**src/rtl/gcd_host_pkg.sv**
```systemverilog
// rtl/gcd_host_pkg.sv - shared constants and types for the GCD host driver
//
// Purpose : default widths and the tag-queue entry layout used by gcd_host
//           and gcd_host_tagq.
// Contents: DATA_W_DEF, TAG_W_DEF, MAX_OUT_DEF, tag_entry_t {a, b, tag}.
package gcd_host_pkg;

  localparam int DATA_W_DEF  = 4;
  localparam int TAG_W_DEF   = 4;
  localparam int MAX_OUT_DEF = 4;

  typedef struct packed {
    logic [DATA_W_DEF-1:0] a;
    logic [DATA_W_DEF-1:0] b;
    logic [TAG_W_DEF-1:0]  tag;
  } tag_entry_t;

endpackage

```
**src/rtl/gcd_host_tagq.sv**
```systemverilog
// rtl/gcd_host_tagq.sv - in-flight request queue (first-word fall-through FIFO)
//
// Purpose : holds the operands and tag of every issued request until its
//           result is collected.
// Ports   : clk_i, rst_i (async, active-high)
//           push, din   - write an entry (ignored when full)
//           pop         - drop the head entry (ignored when empty)
//           head        - oldest entry, valid while !empty
//           full, empty, count
module gcd_host_tagq
  import gcd_host_pkg::*;
#(
  parameter int  DEPTH   = MAX_OUT_DEF,
  parameter type entry_t = tag_entry_t
) (
  input  logic                       clk_i,
  input  logic                       rst_i,
  input  logic                       push,
  input  entry_t                     din,
  input  logic                       pop,
  output entry_t                     head,
  output logic                       full,
  output logic                       empty,
  output logic [$clog2(DEPTH+1)-1:0] count
);

  localparam int AW = (DEPTH > 1) ? $clog2(DEPTH) : 1;
  localparam int CW = $clog2(DEPTH+1);

  entry_t        mem [DEPTH];
  logic [AW-1:0] wr_ptr;
  logic [AW-1:0] rd_ptr;
  logic          do_push;
  logic          do_pop;

  assign full    = (count == CW'(DEPTH));
  assign empty   = (count == '0);
  assign do_push = push && !full;
  assign do_pop  = pop && !empty;
  assign head    = mem[rd_ptr];

  always_ff @(posedge clk_i or posedge rst_i) begin
    if (rst_i) begin
      wr_ptr <= '0;
      rd_ptr <= '0;
      count  <= '0;
    end else begin
      if (do_push) wr_ptr <= (wr_ptr == AW'(DEPTH-1)) ? '0 : wr_ptr + AW'(1);
      if (do_pop)  rd_ptr <= (rd_ptr == AW'(DEPTH-1)) ? '0 : rd_ptr + AW'(1);
      if (do_push && !do_pop)      count <= count + CW'(1);
      else if (do_pop && !do_push) count <= count - CW'(1);
    end
  end

  // Storage needs no reset: contents are only observed through count.
  always_ff @(posedge clk_i) begin
    if (do_push) mem[wr_ptr] <= din;
  end

endmodule

```
**src/rtl/gcd_host.sv**
```systemverilog
// rtl/gcd_host.sv - initiator-side driver for the GCD interface wrapper
//
// Purpose : takes operand pairs from the cmd stream, writes them to the
//           wrapper A/B ports, pops results from Y and returns them in order
//           with the original operands and a wrapping sequence tag.
// Ports   : clk_i, rst_i (async, active-high)
//           cmd_valid/cmd_ready/cmd_a/cmd_b        - upstream commands
//           a_data/a_en/a_rdy, b_data/b_en/b_rdy   - wrapper operand ports
//           y_data/y_en/y_rdy                      - wrapper result port (FWFT)
//           res_valid/res_ready/res_data/res_a/res_b/res_tag - downstream results
//           out_cnt - requests in flight, err_o - sticky unsolicited-result flag
// Options : GCD_HOST_CHECK_EN adds chk_err_o/chk_cnt_o result sanity checking.
module gcd_host
  import gcd_host_pkg::*;
#(
  parameter int DATA_W  = DATA_W_DEF,
  parameter int MAX_OUT = MAX_OUT_DEF,
  parameter int TAG_W   = TAG_W_DEF
) (
  input  logic                         clk_i,
  input  logic                         rst_i,
  input  logic                         cmd_valid,
  output logic                         cmd_ready,
  input  logic [DATA_W-1:0]            cmd_a,
  input  logic [DATA_W-1:0]            cmd_b,
  output logic [DATA_W-1:0]            a_data,
  output logic                         a_en,
  input  logic                         a_rdy,
  output logic [DATA_W-1:0]            b_data,
  output logic                         b_en,
  input  logic                         b_rdy,
  input  logic [DATA_W-1:0]            y_data,
  output logic                         y_en,
  input  logic                         y_rdy,
  output logic                         res_valid,
  input  logic                         res_ready,
  output logic [DATA_W-1:0]            res_data,
  output logic [DATA_W-1:0]            res_a,
  output logic [DATA_W-1:0]            res_b,
  output logic [TAG_W-1:0]             res_tag,
  output logic [$clog2(MAX_OUT+1)-1:0] out_cnt,
`ifdef GCD_HOST_CHECK_EN
  output logic                         chk_err_o,
  output logic [7:0]                   chk_cnt_o,
`endif
  output logic                         err_o
);

  typedef struct packed {
    logic [DATA_W-1:0] a;
    logic [DATA_W-1:0] b;
    logic [TAG_W-1:0]  tag;
  } entry_t;

  logic [TAG_W-1:0] tag_q;
  entry_t           push_entry;
  entry_t           head;
  logic             q_full;
  logic             q_empty;
  logic             issue;
  logic             capture;

  // !a_en gives the wrapper one cycle to update its rdy flags after a write.
  assign cmd_ready  = !rst_i && a_rdy && b_rdy && !a_en && !q_full;
  assign issue      = cmd_valid && cmd_ready;
  assign push_entry = '{a: cmd_a, b: cmd_b, tag: tag_q};

  // Pop only when the result register is free or being drained this cycle.
  assign y_en    = !rst_i && y_rdy && (!res_valid || res_ready);
  assign capture = y_en && !q_empty;

  gcd_host_tagq #(
    .DEPTH   (MAX_OUT),
    .entry_t (entry_t)
  ) u_tagq (
    .clk_i (clk_i),
    .rst_i (rst_i),
    .push  (issue),
    .din   (push_entry),
    .pop   (capture),
    .head  (head),
    .full  (q_full),
    .empty (q_empty),
    .count (out_cnt)
  );

  always_ff @(posedge clk_i or posedge rst_i) begin
    if (rst_i) begin
      a_en      <= 1'b0;
      b_en      <= 1'b0;
      a_data    <= '0;
      b_data    <= '0;
      tag_q     <= '0;
      res_valid <= 1'b0;
      res_data  <= '0;
      res_a     <= '0;
      res_b     <= '0;
      res_tag   <= '0;
      err_o     <= 1'b0;
    end else begin
      a_en <= issue;
      b_en <= issue;
      if (issue) begin
        a_data <= cmd_a;
        b_data <= cmd_b;
        tag_q  <= tag_q + TAG_W'(1);
      end
      if (capture) begin
        res_valid <= 1'b1;
        res_data  <= y_data;
        res_a     <= head.a;
        res_b     <= head.b;
        res_tag   <= head.tag;
      end else if (res_valid && res_ready) begin
        res_valid <= 1'b0;
      end
      // A result popped with nothing outstanding is a wrapper protocol error.
      if (y_en && q_empty) err_o <= 1'b1;
    end
  end

`ifdef GCD_HOST_CHECK_EN
  logic chk_bad;

  // gcd(x,0)=x, so a zero operand is divisible by any nonzero result;
  // a zero result is only legal for gcd(0,0).
  always_comb begin
    chk_bad = 1'b0;
    if (y_data == '0) chk_bad = (head.a != '0) || (head.b != '0);
    else              chk_bad = ((head.a % y_data) != '0) || ((head.b % y_data) != '0);
  end

  always_ff @(posedge clk_i or posedge rst_i) begin
    if (rst_i) begin
      chk_err_o <= 1'b0;
      chk_cnt_o <= '0;
    end else if (capture && chk_bad) begin
      chk_err_o <= 1'b1;
      if (chk_cnt_o != 8'hff) chk_cnt_o <= chk_cnt_o + 8'd1;
    end
  end
`endif

endmodule
```
**config.mk**
```make
export PLATFORM = sky130hd
export DESIGN_NAME = gcd_host
export DESIGN_NICKNAME = d
export VERILOG_FILES = /design/src/rtl/gcd_host_pkg.sv /design/src/rtl/gcd_host_tagq.sv /design/src/rtl/gcd_host.sv
export SDC_FILE = /design/constraint.sdc
export NUM_CORES = 1
export LEC_CHECK = 0
export ABC_AREA = 0
export BUFFER_PORTS_ARGS = -buffer_cell sky130_fd_sc_hd__buf_2
export CAP_MARGIN = 30
export CORE_ASPECT_RATIO = 1.75
export CORE_MARGIN = 1.5
export CORE_UTILIZATION = 60
export DETAILED_ROUTE_END_ITERATION = 8
export PLACE_DENSITY = 0.91
export SETUP_SLACK_MARGIN = 0.15
export SYNTH_ARGS = -nofsm -noshare
export SYNTH_HDL_FRONTEND = slang
export SYNTH_HIERARCHICAL = 1
export SYNTH_SLANG_ARGS = --single-unit
```
**constraint.sdc**
```tcl
create_clock -name clk_i -period 6.9 [get_ports clk_i]
set_input_delay 0.69 -clock clk_i [delete_from_list [all_inputs] [get_ports clk_i]]
set_output_delay 0.69 -clock clk_i [all_outputs]
set_load 0.02 [all_outputs]
```
==> flow_metrics.py, run 1 <==
metrics = {
    "power_and_ir_drop": {
        "vdd_ir_drop_max_uv": 211,
        "power.density_nw_per_um2": 402,
        "power_leakage_uw": 0.00160,
        "report.power.total_uw": 1600,
    },
    "final_layout": {
        "area_growth_pct": 15.0,
        "layout.nets": 263,
        "n_fill_cell": 340,
        "final_common_cell": "buf_2",
        "final_cell_mix": "51 x buf_2, 48 x edfxtp_1, 38 x dfrtp_1",
        "drive_gt1_share_pct": 49.8,
        "antenna_cells": 0,
        "post-route-util_pct": 71.7,
    },
    "clocking": {
        "cts_buffers": 9,
        "clk_path_buf_depth": 2,
        "clk_pin_slew_worst_paths_ns": 0.08,
        "postCtsSetupRepairBufs": 0,
        "cts-root-buf": "clkbuf_8",
        "cts_tree": "built",
        "post_cts_resized": 0,
        "htreeDepth": 3,
        "clock-sinks": 86,
        "holdBufCountCts": 0,
        "clkLatencyLatePin_ns": 0.34,
    },
    "yosys": {
        "ys.flop_type": "edfxtp_1",
        "synth_area_leaders": "edfxtp_1 42%, dfrtp_1 28%, mux2_2 8.5%, mux4_2 7.8%, ha_1 2.5%",
        "avgSynthCellArea_sq_um": 19.4,
        "yosysWarnings": 6,
        "synth_top_cell_area_share_pct": 41.7,
        "synth.largest_area_cell": "edfxtp_1",
        "synth-compound-area-share_pct": 0.217,
        "synthXorXnorAreaFrac_pct": 1.52,
        "ys_seq_area_share_pct": 69.3,
        "synth_fa_ha_area_share_pct": 3.12,
        "synth_cells": 178,
        "synth_seq_cells": 86,
        "synth_cell_types": 31,
        "synth_edf_count": 48,
        "ys_async_sr_fraction_pct": 44.2,
        "synthSimpleGateAreaFrac_pct": 5.83,
        "synth_nets": 205,
        "syn_area_sq_um": 3450,
        "muxShareOfSynthArea_pct": 17.8,
        "synth_top_family_by_area": "multiplexers",
    },
    "grt": {
        "overflow": 0,
        "grt_pass1_vias": 1801,
        "antenna_found_initial": 0,
        "grt_max_degree": 32,
        "grtUsageTotal_pct": 19.6,
        "grt_pass1_wl_um": 8420,
    },
    "route": {
        "via_count": 1720,
        "avgRoutedWirePerCell_um": 17.2,
        "ant_nets": 0,
        "avgViaCountPerCell": 5.43,
        "drtIter0Drc": 43,
        "drc_errors": 0,
        "wl_um": 5460,
        "first_pass_iters": 4,
    },
    "run_status": {
        "status": "finished, final reports clean",
    },
    "floorplanning": {
        "core_sq_um": 5540,
        "start_util_pct": 62.3,
        "boundaryPins": 52,
        "die_y_um": 103,
        "rows": 36,
        "dieArea_sq_um": 6240,
        "die_w_um": 60.4,
    },
    "timing": {
        "max_clock_freq_ghz": 0.392,
        "fin_skew_ns": 0.00817,
        "period_minus_slack_ns": 2.55,
        "hold_violations": 0,
        "setup_tns_ns": 0,
        "rsz0062_at_grt": "false",
        "slew_viol_final": 0,
        "slew-limit-headroom_pct": 45.3,
        "min_period_over_period_pct": 37.0,
        "setup-violations-final": 0,
        "worst_pin_slew_ns": 0.820,
        "holdWs_ns": 0.346,
    },
    "place": {
        "place_hpwl_um": 3820,
        "gp_congestion": 0.767,
        "port_buffers": 51,
    },
    "critical_path": {
        "path_max_fanout": 7,
        "slowest_delay_ns": 0.41,
        "worst-path-buf-inv": 1,
        "r2r_end": "u_tagq/count[2]",
        "worstPathArrival_ns": 2.81,
        "cp_data_required_time_ns": 7.16,
        "r2r_cells": 10,
        "r2r_setup_slack_ns": 4.35,
        "endpoint_kind": "flip-flop",
        "crit_start": "u_tagq/count[2]",
        "cp_common_cell": "xor2_1",
        "crit_chain": "nor3b_4, nor2b_1, and4_1, nor2b_2, ha_1, inv_1, fa_1, xor2_1, nor2_1, xor2_1",
        "slowest_stage": "dfrtp_1",
        "reg2reg_from": "u_tagq/count[2]",
        "critPathKind": "flip-flop to flip-flop",
        "crit_family": "simple AND/OR/NAND/NOR gates",
        "critPathLaunchType": "flip-flop",
    },
    "hold_path": {
        "hold_path.class": "input pin to async pin",
    },
    "job": {
        "cap_violations": 0,
    },
}
layout make-up:
class	count	area (sq um)	share of cell area, %
clock buffers	12	165	4.16
clock inverters	4	43.8	1.10
inverters	5	18.8	0.473
multi-input cells	81	985	24.8
flip-flops and latches	86	2390	60.3
well taps	76	95.1	2.40
repair buffers	53	270	6.81
through the flow:
step	worst slack [ns]	cell area (sq um)	std cells
2_1_floorplan	3.92	3450	178
5_1_grt	4.15	3970	317
6_report	4.35	3970	317
3_5_place_dp	4.16	3760	301
4_1_cts	4.31	3970	317
3_3_place_gp	4.25	3760	301
worst reg2reg max path, delay by kind of cell, from the launching register on:
family | cells | cell delay, ns
DFF | 1 | 0.41
and+or+nand+nor | 5 | 1.10
xor gates and xnor gates | 2 | 0.31
adders and majority gates | 2 | 0.61
buffers and inverters | 1 | 0.06
routing by layer:
metal | track usage [%] | vias to the layer above | part of all wire (%)
li1 | - | 782 | -
met1 | 23.0 | 884 | 39
met2 | 32.6 | 43 | 56
met3 | 4.23 | 11 | 3.4
met4 | 11.6 | 0 | 2.3
met5 | 0 | - | 0
state kept, by name (all words and copies together) (netlist names):
| signal | cells |
|---|---|
| u_tagq/wr_ptr | 2 |
| res_tag | 4 |
| err_o | 1 |
| u_tagq/count | 3 |
| b_data | 4 |
| u_tagq/mem | 48 |
| res_valid | 1 |
| res_b | 4 |
| res_a | 4 |
| res_data | 4 |
| a_data | 4 |
| b_en | 1 |
| u_tagq/rd_ptr | 2 |
| tag_q | 4 |
how the worst max path moves through the flow:
stage                      end  cells past startpoint  slack (ns)
4_1_cts        u_tagq/count[2]                     10        4.31
3_3_place_gp   u_tagq/count[2]                     10        4.25
5_1_grt        u_tagq/count[2]                     10        4.15
6_report       u_tagq/count[2]                     10        4.35
2_1_floorplan  u_tagq/count[2]                     10        3.92
3_5_place_dp   u_tagq/count[2]                     10        4.16
cell usage after synthesis (2+ instances only):
cell and n:
inv_1 5, and2_2 4, ha_1 7, nor2_1 3, mux4_2 12, buf_6 4, nand3_1 2, mux2_1 2
edfxtp_1 48, xor2_1 2, mux2_4 2, dfrtp_1 38, mux2_2 26, xnor2_1 4, nor2b_1 3
logic make-up after synthesis:
kind of cell / count (synthesis)
buf+inv: 11
compound gates: 1
simple gates: 24
flops: 86
fa+ha+maj: 8
xor+xnor: 6
mux: 42
report_power, final:
group / switching (uW) / leakage (uW) / internal (uW)
logic: 226 / 0.000604 / 239
registers: 116 / 0.000888 / 665
clock network: 156 / 0.000110 / 194
total: 497 / 0.00160 / 1100
(Power assumes the default switching activity.)
==> run 2: changes to the inputs <==
Settings changed: CORE_UTILIZATION 60 to 56, PLACE_DENSITY 0.91 to 0.87.
Clock period 6.9 ns to 2.5 ns, I/O delays scaled along.
==> flow_metrics.py, run 2 (synthesis gave the netlist of run 1 again) <==
metrics = {
    "grt": {
        "overflow": 0,
        "antenna_found_initial": 0,
        "grtUsageTotal_pct": 19.4,
        "grt_pass1_wl_um": 9360,
        "grt_pass1_vias": 1882,
        "grt_max_degree": 32,
    },
    "clocking": {
        "cts-root-buf": "clkbuf_8",
        "clk_pin_slew_worst_paths_ns": 0.08,
        "htreeDepth": 3,
        "cts_buffers": 9,
        "post_cts_resized": 0,
        "clk_path_buf_depth": 2,
        "clkLatencyLatePin_ns": 0.36,
        "cts_tree": "built",
        "clock-sinks": 86,
    },
    "floorplanning": {
        "boundaryPins": 52,
        "dieArea_sq_um": 6670,
        "die_w_um": 62.4,
        "start_util_pct": 58.3,
        "rows": 37,
        "die_y_um": 107,
        "core_sq_um": 5930,
    },
    "route": {
        "top_layer_used": "met4",
        "via_count": 1743,
        "wl_met2_um": 3260,
        "drtIter0Drc": 64,
        "avgViaCountPerCell": 5.40,
        "met3WireLength_um": 207,
        "drc_errors": 0,
        "wl_met1_um": 2220,
        "first_pass_iters": 4,
        "ant_nets": 0,
        "avgRoutedWirePerCell_um": 18.0,
        "wl_um": 5800,
    },
    "power_and_ir_drop": {
        "power_leakage_uw": 0.00160,
        "vdd_ir_drop_max_uv": 598,
        "power.density_nw_per_um2": 1100,
    },
    "critical_path": {
        "endpoint_kind": "flip-flop",
        "critPathLaunchType": "flip-flop",
        "r2r_end": "u_tagq/count[1]",
        "r2r_setup_slack_ns": 0.24,
        "r2r_cells": 8,
        "reg2reg_from": "u_tagq/count[0]",
        "critPathKind": "flip-flop to flip-flop",
        "worstPathArrival_ns": 2.50,
        "cp_data_required_time_ns": 2.74,
        "path_max_fanout": 5,
    },
    "final_layout": {
        "n_fill_cell": 431,
        "seq_area_sq_um": 2400,
        "largest_reg_flops": 48,
        "drive_gt1_share_pct": 52.7,
        "final_common_cell": "buf_2",
        "multiInputGateArea_sq_um": 998,
        "largest_register": "u_tagq/mem",
        "final_cell_mix": "51 x buf_2, 48 x edfxtp_1, 35 x dfrtp_1",
        "antenna_cells": 0,
        "area_growth_pct": 15.9,
        "layout.nets": 267,
    },
    "job": {
        "cap_violations": 0,
    },
    "timing": {
        "slew_viol_final": 0,
        "setup_tns_ns": 0,
        "slew-limit-headroom_pct": 42.6,
        "period_minus_slack_ns": 2.26,
        "setup-violations-final": 0,
        "hold_violations": 0,
        "min_period_over_period_pct": 90.4,
        "worst_pin_slew_ns": 0.861,
        "holdWs_ns": 0.116,
        "fin_skew_ns": 0.00736,
        "max_clock_freq_ghz": 0.442,
        "rsz0062_at_grt": "false",
    },
    "hold_path": {
        "hold_depth": 2,
        "whs_endpoint": "res_data[2]",
        "min_from": "y_data[2]",
        "hold_path.class": "input pin to flip-flop",
    },
    "place": {
        "place_hpwl_um": 4070,
        "gp_congestion": 0.697,
        "port_buffers": 51,
    },
    "run_status": {
        "status": "finished, final reports clean",
    },
}
## run 2: changes by cell type in the layout (fill, tap and decap cells not counted), moves of 2 or more
cell and change:
dfrtp_1 -3, dfrtp_2 +3, clkinvlp_4 +2, buf_4 +3
## run 2: per-stage QoR
| step | util [%] | cells | worst slack, ns | instance area [sq um] | power, uW |
|---|---|---|---|---|---|
| 6_report | 67.6 | 323 | 0.239 | 4000 | 4410 |
| 5_1_grt | 67.6 | 323 | 0.158 | 4000 | 4630 |
| 4_1_cts | 67.4 | 322 | 0.196 | 4000 | 4430 |
| 3_5_place_dp | 64.0 | 304 | 0.139 | 3790 | 3540 |
| 3_3_place_gp | 64.0 | 304 | 0.256 | 3790 | 3460 |
| 2_1_floorplan | - | 178 | 0.121 | 3470 | 3130 |
## run 2: timing repair
action,in CTS,in global routing
setup buffers,1,1
endpoints found under the setup margin,1,1
hold buffers,1,0
pin swaps,0,0
endpoints found under the hold margin,7,0
## run 2: worst max-delay path: stages (launching register included)
cell and delay [ns]:
dfrtp_2 0.49, nor3b_4 0.27, nor2b_2 0.08, and4_1 0.20, nor2b_2 0.16, ha_1 0.23
inv_1 0.07, fa_1 0.39, mux2_2 0.27
## run 2: final cells by class
class	count	share of cell area, %
clock buffers	13	4.22
clock inverters	3	0.437
inverters	5	0.563
multi-input cells	81	24.9
flip-flops and latches	86	59.8
well taps	78	2.44
repair buffers	57	7.56
## run 2: layer usage
| layer | track usage (%) | vias to the layer above |
|---|---|---|
| li1 | - | 793 |
| met3 | 5.25 | 12 |
| met4 | 8.57 | 0 |
| met2 | 35.1 | 49 |
| met5 | 0 | - |
| met1 | 21.2 | 889 |
## run 2: worst max path at each step
stage	from	end	slack, ns	depth (start not counted)
finish	u_tagq/count[0]	u_tagq/count[1]	0.24	8
global route	u_tagq/count[0]	u_tagq/count[1]	0.16	8
CTS	u_tagq/count[2]	u_tagq/count[2]	0.20	10
detailed placement	u_tagq/count[2]	u_tagq/count[2]	0.14	10
global placement	u_tagq/count[0]	u_tagq/count[1]	0.26	8
floorplan	u_tagq/count[1]	u_tagq/count[1]	0.12	8
## run 2: power by group
part	switching, uW	internal (uW)
logic	655	684
clock network	460	439
registers	329	1840
==> run 3: changes to the inputs <==
Settings changed: PLACE_DENSITY 0.87 to not set, PLACE_DENSITY_LB_ADDON set to 0.08.
==> flow_metrics.py, run 3 (synthesis gave the netlist of run 1 again) <==
metrics = {
    "place": {
        "place_area_sq_um": 3790,
        "gp_congestion": 0.685,
        "place_hpwl_um": 4130,
        "dp.cells": 304,
        "port_buffers": 51,
    },
    "route": {
        "ant_nets": 0,
        "first_pass_iters": 4,
        "avgRoutedWirePerCell_um": 18.8,
        "drtIter0Drc": 64,
        "via_count": 1731,
        "wl_um": 6100,
        "avgViaCountPerCell": 5.33,
        "drc_errors": 0,
    },
    "final_layout": {
        "final_common_cell": "buf_2",
        "stdcell_area_sq_um": 4020,
        "largest_reg_flops": 48,
        "drive_gt1_share_pct": 52.2,
        "antenna_cells": 0,
        "n_fill_cell": 431,
        "largest_register": "u_tagq/mem",
        "layout.nets": 269,
        "area_growth_pct": 16.5,
        "final_cell_mix": "51 x buf_2, 48 x edfxtp_1, 35 x dfrtp_1",
        "finalNonFillerCells": 325,
    },
    "critical_path": {
        "cp_data_required_time_ns": 2.75,
        "worstPathArrival_ns": 2.51,
        "critPathLaunchType": "flip-flop",
        "path_max_fanout": 5,
        "slowest_delay_ns": 0.47,
        "endpoint_kind": "flip-flop",
        "r2r_setup_slack_ns": 0.24,
        "slowest_stage": "dfrtp_2",
        "r2r_cells": 8,
        "crit_chain": "nor3b_4, nor2b_2, and4_1, nor2b_2, ha_2, inv_1, fa_1, mux2_2",
        "critPathKind": "flip-flop to flip-flop",
        "cp_common_cell": "nor2b_2",
        "reg2reg_from": "u_tagq/count[1]",
        "r2r_end": "u_tagq/count[1]",
    },
    "power_and_ir_drop": {
        "vdd_ir_drop_max_uv": 738,
        "power.density_nw_per_um2": 1110,
        "power_leakage_uw": 0.00161,
    },
    "hold_path": {
        "hold_depth": 1,
        "hold_path.class": "input pin to flip-flop",
        "min_from": "cmd_a[3]",
        "whs_endpoint": "u_tagq/mem[0][11]",
    },
    "floorplanning": {
        "core_sq_um": 5930,
        "rows": 37,
        "dieArea_sq_um": 6670,
        "boundaryPins": 52,
        "die_y_um": 107,
        "die_w_um": 62.4,
        "start_util_pct": 58.3,
    },
    "grt": {
        "grt_pass1_vias": 1907,
        "grtUsageTotal_pct": 20.7,
        "overflow": 0,
        "grt_max_degree": 32,
        "antenna_found_initial": 0,
        "grt_pass1_wl_um": 9760,
    },
    "clocking": {
        "cts_tree": "built",
        "cts-root-buf": "clkbuf_8",
        "clk_path_buf_depth": 2,
        "clkLatencyLatePin_ns": 0.36,
        "clock-sinks": 86,
        "cts_buffers": 9,
        "clk_pin_slew_worst_paths_ns": 0.08,
        "htreeDepth": 3,
    },
    "timing": {
        "worst_pin_slew_ns": 0.880,
        "setup_tns_ns": 0,
        "setup-violations-final": 0,
        "fin_skew_ns": 0.0109,
        "hold_violations": 0,
        "rsz0062_at_grt": "false",
        "max_clock_freq_ghz": 0.443,
        "period_minus_slack_ns": 2.26,
        "slew_viol_final": 0,
        "slew-limit-headroom_pct": 41.3,
        "min_period_over_period_pct": 90.4,
    },
    "job": {
        "cap_violations": 0,
    },
    "run_status": {
        "status": "finished, final reports clean",
    },
}
run 3: how the worst max path moves through the flow:
| stage | end | slack (ns) | cells after the start | start |
|---|---|---|---|---|
| floorplan | u_tagq/count[1] | 0.12 | 8 | u_tagq/count[1] |
| global placement | u_tagq/count[1] | 0.25 | 8 | u_tagq/count[0] |
| detailed placement | u_tagq/count[1] | 0.17 | 8 | u_tagq/count[0] |
| CTS | u_tagq/count[2] | 0.16 | 10 | u_tagq/count[2] |
| global route | u_tagq/count[2] | 0.15 | 10 | u_tagq/count[2] |
| finish | u_tagq/count[1] | 0.24 | 8 | u_tagq/count[1] |
run 3: critical path: cells and delay by family (launching register included):
kind          cells  cell delay, ns
fa+ha+maj         2            0.61
buf+inv           1            0.07
flops             1            0.47
mux               1            0.27
simple gates      4            0.71
run 3: layout make-up:
| type | count | area (sq um) | share of cell area (%) |
|---|---|---|---|
| clock buffer | 14 | 153 | 3.79 |
| clock inverter | 2 | 35.0 | 0.871 |
| inverter | 5 | 22.5 | 0.560 |
| multi-input combinational | 81 | 1000 | 24.9 |
| sequential | 86 | 2400 | 59.6 |
| tap | 78 | 97.6 | 2.43 |
| timing repair buffer | 59 | 318 | 7.90 |
run 3: report_power, final:
group	switching, uW	internal, uW
logic	657	705
clock network	453	490
registers	328	1840
total	1440	3040
run 3: through the flow:
stage                     hold WS [ns]  utilization [%]  setup WS [ns]  total power [uW]
after floorplan                 0.0532                -          0.121              3130
after global placement           0.280             64.0          0.248              3460
after detailed placement         0.298             64.0          0.167              3550
after CTS                        0.104             67.3          0.158              4490
after global routing             0.108             67.9          0.152              4710
final                            0.120             67.9          0.240              4470
run 3: timing repair:
item / CTS / global route
hold buffers: 1 / 0
setup buffers: 0 / 4
hold endpoints to repair: 7 / 0
endpoints found under the setup margin: 0 / 2
gates resized for setup: 0 / 1
run 3: routing by layer:
metal | global-route usage [%] | wire, um | part of all wire, %
met5 | 0 | 0 | 0
met4 | 10.5 | 131 | 2.1
met3 | 6.40 | 250 | 4.1
met2 | 36.9 | 3430 | 56
met1 | 21.9 | 2280 | 37
